$ cat config.mk
export PLATFORM = sky130hd
export DESIGN_NAME = cla_pipe_adder
export DESIGN_NICKNAME = d
export VERILOG_FILES = /design/src/rtl/cla_pipe_adder.sv
export SDC_FILE = /design/constraint.sdc
export NUM_CORES = 1
export LEC_CHECK = 0
export ABC_AREA = 1
export CAP_MARGIN = 40
export CORE_MARGIN = 2
export CORE_UTILIZATION = 55
export CTS_CLUSTER_SIZE = 25
export DETAILED_ROUTE_END_ITERATION = 7
export PLACE_DENSITY = 0.72
export SYNTH_ARGS = -nofsm -noshare
export SYNTH_HDL_FRONTEND = slang
export SYNTH_SLANG_ARGS = --single-unit
$ cat constraint.sdc
create_clock -name clk -period 5 [get_ports clk]
set_clock_uncertainty 0.05 [all_clocks]
set_input_delay 0.5 -clock clk [delete_from_list [all_inputs] [get_ports clk]]
set_output_delay 0.5 -clock clk [all_outputs]
set_load 0.01 [all_outputs]
$ cat src/rtl/cla_pipe_adder.sv
// Pipelined carry-lookahead adder/subtractor: one GROUP-bit lookahead group per stage, valid/ready on both sides.
// Optional signed saturation of S on overflow when CLA_PIPE_SAT_EN is defined.
module cla_pipe_adder #(
    parameter int WIDTH = 32,
    parameter int GROUP = 4
) (
    input  logic                     clk,
    input  logic                     rst,
    input  logic                     in_valid,
    output logic                     in_ready,
    input  logic [WIDTH-1:0]         A,
    input  logic [WIDTH-1:0]         B,
    input  logic                     Cin,
    input  logic                     SUB,
    output logic                     out_valid,
    input  logic                     out_ready,
    output logic [WIDTH-1:0]         S,
    output logic                     Cout,
    output logic                     V,
    output logic [WIDTH/GROUP-1:0]   P,
    output logic [WIDTH/GROUP-1:0]   G
);
    localparam int NG = WIDTH / GROUP;

    logic adv;

    // The whole pipeline moves in lockstep; a stalled output freezes every stage.
    assign adv      = !out_valid || out_ready;
    assign in_ready = adv;

    genvar gi;
    generate
        for (gi = 0; gi < NG; gi++) begin : g_stage
            localparam int LO = gi * GROUP;
            localparam int HI = LO + GROUP;

            logic [WIDTH-1:LO] opa;
            logic [WIDTH-1:LO] opb;
            logic              c_in;
            logic              vld_in;
            logic [NG-1:0]     p_in;
            logic [NG-1:0]     g_in;
            logic [NG-1:0]     p_next;
            logic [NG-1:0]     g_next;
            logic [GROUP-1:0]  ga;
            logic [GROUP-1:0]  gb;
            logic [GROUP-1:0]  gp;
            logic [GROUP-1:0]  gg;
            logic [GROUP-1:0]  gx;
            logic [GROUP:0]    gc;
            logic              grp_p;
            logic              grp_g;
            logic [HI-1:0]     s_cat;
            logic [HI-1:0]     s_next;
            logic              valid_reg;
            logic              c_reg;
            logic [NG-1:0]     p_reg;
            logic [NG-1:0]     g_reg;
            logic [HI-1:0]     s_reg;

            if (gi == 0) begin : g_src
                assign opa    = A;
                assign opb    = SUB ? ~B : B;
                assign c_in   = SUB | Cin;
                assign vld_in = in_valid;
                assign p_in   = '0;
                assign g_in   = '0;
                assign s_cat  = gx ^ gc[GROUP-1:0];
            end else begin : g_chain
                assign opa    = g_stage[gi-1].g_fwd.a_reg;
                assign opb    = g_stage[gi-1].g_fwd.b_reg;
                assign c_in   = g_stage[gi-1].c_reg;
                assign vld_in = g_stage[gi-1].valid_reg;
                assign p_in   = g_stage[gi-1].p_reg;
                assign g_in   = g_stage[gi-1].g_reg;
                assign s_cat  = {gx ^ gc[GROUP-1:0], g_stage[gi-1].s_reg};
            end

            // Propagate is the inclusive form (a|b) so the reported group P reads as "carry passes through".
            assign ga = opa[LO +: GROUP];
            assign gb = opb[LO +: GROUP];
            assign gp = ga | gb;
            assign gg = ga & gb;
            assign gx = ga ^ gb;

            // Each carry is a flat sum of products over the group, not a ripple chain.
            always_comb begin : la
                logic term;
                term  = 1'b0;
                gc    = '0;
                grp_g = 1'b0;
                gc[0] = c_in;
                for (int i = 0; i < GROUP; i++) begin
                    term = c_in;
                    for (int m = 0; m <= i; m++) term = term & gp[m];
                    gc[i+1] = term;
                    for (int j = 0; j <= i; j++) begin
                        term = gg[j];
                        for (int m = j + 1; m <= i; m++) term = term & gp[m];
                        gc[i+1] = gc[i+1] | term;
                    end
                end
                for (int j = 0; j < GROUP; j++) begin
                    term = gg[j];
                    for (int m = j + 1; m < GROUP; m++) term = term & gp[m];
                    grp_g = grp_g | term;
                end
            end

            assign grp_p = &gp;

            always_comb begin
                p_next     = p_in;
                g_next     = g_in;
                p_next[gi] = grp_p;
                g_next[gi] = grp_g;
            end

            if (gi < NG - 1) begin : g_fwd
                logic [WIDTH-1:HI] a_reg;
                logic [WIDTH-1:HI] b_reg;

                assign s_next = s_cat;

                always_ff @(posedge clk) begin
                    if (rst) begin
                        a_reg <= '0;
                        b_reg <= '0;
                    end else if (adv) begin
                        a_reg <= opa[WIDTH-1:HI];
                        b_reg <= opb[WIDTH-1:HI];
                    end
                end
            end else begin : g_out
                logic v_next;
                logic v_reg;

                assign v_next = gc[GROUP] ^ gc[GROUP-1];
`ifdef CLA_PIPE_SAT_EN
                // On overflow both effective operands share a sign, which is the sign of the true result.
                always_comb begin
                    s_next = s_cat;
                    if (v_next)
                        s_next = ga[GROUP-1] ? {1'b1, {(HI-1){1'b0}}} : {1'b0, {(HI-1){1'b1}}};
                end
`else
                assign s_next = s_cat;
`endif
                always_ff @(posedge clk) begin
                    if (rst)
                        v_reg <= 1'b0;
                    else if (adv)
                        v_reg <= v_next;
                end
            end

            always_ff @(posedge clk) begin
                if (rst) begin
                    valid_reg <= 1'b0;
                    c_reg     <= 1'b0;
                    p_reg     <= '0;
                    g_reg     <= '0;
                    s_reg     <= '0;
                end else if (adv) begin
                    valid_reg <= vld_in;
                    c_reg     <= gc[GROUP];
                    p_reg     <= p_next;
                    g_reg     <= g_next;
                    s_reg     <= s_next;
                end
            end
        end
    endgenerate

    assign out_valid = g_stage[NG-1].valid_reg;
    assign S         = g_stage[NG-1].s_reg;
    assign Cout      = g_stage[NG-1].c_reg;
    assign V         = g_stage[NG-1].g_out.v_reg;
    assign P         = g_stage[NG-1].p_reg;
    assign G         = g_stage[NG-1].g_reg;

endmodule

==> flow_metrics.tcl <==
set metrics [dict create \
    status "finished clean" \
    maxSlewViolCount 0 \
    grt-ovfl-total 0 \
    crit_chain "clkdlybuf4s50_1 -> nor2_8 -> clkinv_8 -> clkdlybuf4s50_1" \
    worstSetupEndpointType "primary output" \
    dp_cells 2616 \
    post-cts-setup-buffers 0 \
    crit_top_cell "clkdlybuf4s50_1" \
    cts-buffers-inserted 46 \
    ys_ff_latch 457 \
    wirelength_um 35000 \
    hold_class "reg2reg" \
    synth_area_mm2 0.0178 \
    tightestPinTransition_ps 1100 \
    cts_hold_buffers 0 \
    synth_adder_area_share_pct 5.41 \
    start_util_pct 56.1 \
    worst_path_max_delay_cell "clkdlybuf4s50_1" \
    htreeDepth 2 \
    ant_nets 0 \
    slowest_delay_ps 660 \
    via_per_inst 5.08 \
    synthTopCellsByArea "dfxtp_1, nor2_1, o21ai_0, ha_1, a21oi_1" \
    synth_nets 2380 \
    maxCapViolations 0 \
    cp-start-kind "input port" \
    io_pins 122 \
    power.density_mw_per_mm2 368 \
    fin_ws_ps 1710 \
    min_period_ps 3290 \
    first_pass_iters 5 \
    antenna_found_initial 0 \
    place_ws_ps 1730 \
    final_cells 2695 \
    setup_viol 0 \
    synth_cell_type_count 23 \
    drive_above_1_share_pct 3.31 \
    core_mm2 0.0316 \
    grt_first_pass_wirelength_um 58900 \
    power.leakage_nw 9.76 \
    critPathRequiredTime_ps 4450 \
    synth_common_cells "nor2_1, dfxtp_1, o21ai_0" \
    cts_tree "built" \
    async_reset_ff_share_pct 0 \
    rsz0062_at_grt "false" \
    num-nets-final 2404 \
    path_clk_slew_ps 60 \
    n_fill_cell 2818 \
    grt_use_total_pct 20.7 \
    cts_max_path_buffers 3 \
    finalHoldViolCount 0 \
    clock_latency_ps 540 \
    grt_max_degree 296 \
    synth.mux.area_fraction_pct 0 \
    fp.dieArea_mm2 0.0337 \
    vdd_drop_max_uv 216 \
    post-route-drc-count 0 \
    tns_ps 0 \
    synthCells 2238 \
    synth_top_family_by_area "simple AND/OR/NAND/NOR gates" \
    synth_top_area_share_pct 51.5 \
    port_buffers 121 \
    synth_compound_area_share_pct 16.6 \
    grt_pass1_vias 12600 \
    synthFlopType "dfxtp_1" \
    arrival_ps 2740 \
    cts_sinks 457 \
    die_x_um 184 \
    crit_type "in2out" \
    syn_avg_cell_area_um2 7.93 \
    routabilityCongestion 0.802 \
    synth-edff-count 0 \
    synth-simple-area-share_pct 17.0 \
    avgRoutedWirePerCell_um 13.0 \
    slew_headroom_pct 26.6 \
    die_h_um 184 \
    fmax_ghz 0.304 \
    dp.final_hpwl_um 22000 \
    root_buffer "clkbuf_16" \
    synth.most_common_cell "nor2_1" \
    yosysTopAreaCell "dfxtp_1" \
    drt_iter0_drc 869 \
    diodes 0 \
    whs_ps 424 \
    fin_crit_sh_pct 65.8 \
    yosys_warnings 0 \
    dr_total_vias 13700 \
    synthXorXnorAreaFrac_pct 2.37 \
    core.rowCount 65 \
    seq_area_frac_synth_pct 51.5 \
    path_max_fanout 153 \
    cts_resized 0 \
    area_growth_pct 14.4 \
]
[cell usage in the layout, fill, tap and decap left out, types with 4 or more instances in the layout]
cell type	netlist	final
nor2_1	688	688
dfxtp_1	457	457
o21ai_0	346	346
inv_1	132	132
clkdlybuf4s50_1	0	120
a21oi_1	119	119
o21ai_1	110	110
nand2_1	71	71
ha_1	64	64
clkbuf_16	0	47
xnor2_1	37	37
nand3_1	20	20
clkbuf_1	47	15
xor2_1	11	11
o21bai_1	9	9
nor3_1	8	8
fa_1	8	8
clkbuf_8	0	8
clkinv_2	0	6
buf_12	0	4
[report_power, final]
part | internal [mW] | switching [mW] | leakage, nW
Combinational | 0.169 | 0.190 | 5.33
Sequential | 3.77 | 0.0687 | 3.72
Clock | 1.94 | 1.33 | 0.711
Total | 5.88 | 1.59 | 9.76
[critical path: cells and delay by family]
kind	cells	cell delay, ps
AND/OR/NAND/NOR	1	440
buffers and inverters	3	1690
[layer usage]
metal	track usage (%)	vias up	part of all wire [%]
li1	-	7226	-
met1	27.6	6212	48
met2	34.7	198	46
met3	2.93	57	3.4
met4	6.24	0	2.4
met5	0	-	0
[cell type report]
class / instances / area [µm²] / area share (%)
clock buffer: 70 / 1340 / 6.61
clock inverter: 9 / 98.8 / 0.487
inverter: 134 / 528 / 2.60
multi-input combinational: 1494 / 7350 / 36.2
sequential: 457 / 9150 / 45.1
tap: 402 / 503 / 2.48
timing repair buffer: 129 / 1340 / 6.58
[metrics by stage]
| stage | util (%) | power [mW] | area (µm²) |
|---|---|---|---|
| after CTS | 64.2 | 7.54 | 20300 |
| after global routing | 64.2 | 7.77 | 20300 |
| after detailed placement | 59.6 | 4.28 | 18900 |
| final | 64.2 | 7.47 | 20300 |
| after floorplan | - | 4.14 | 17800 |
| after global placement | 59.5 | 4.26 | 18800 |
[logic make-up (layout without fill, tap and decap cells)]
kind of cell               after synthesis  in the layout
and+or+nand+nor                        789            789
AOI/OAI and AO/OA                      585            585
DFF                                    457            457
buffers and inverters                  287            342
adders and majority gates               72             72
xor gates and xnor gates                48             48
[worst paths after layout]
kind	start	to	slack (ps)	depth (start not counted)
worst min-delay path	g_stage[4].s_reg[4]$_SDFFE_PP0P_	g_stage[4].s_reg[4]$_SDFFE_PP0P_	420	2
worst max register to register	out_valid$_SDFFE_PP0P_	g_stage[3].s_reg[15]$_SDFFE_PP0P_	2420	8
worst min register to register	g_stage[4].s_reg[4]$_SDFFE_PP0P_	g_stage[4].s_reg[4]$_SDFFE_PP0P_	420	2
worst max-delay path	out_ready	in_ready	1710	4
Note: power is estimated with default switching activity, not from simulation.
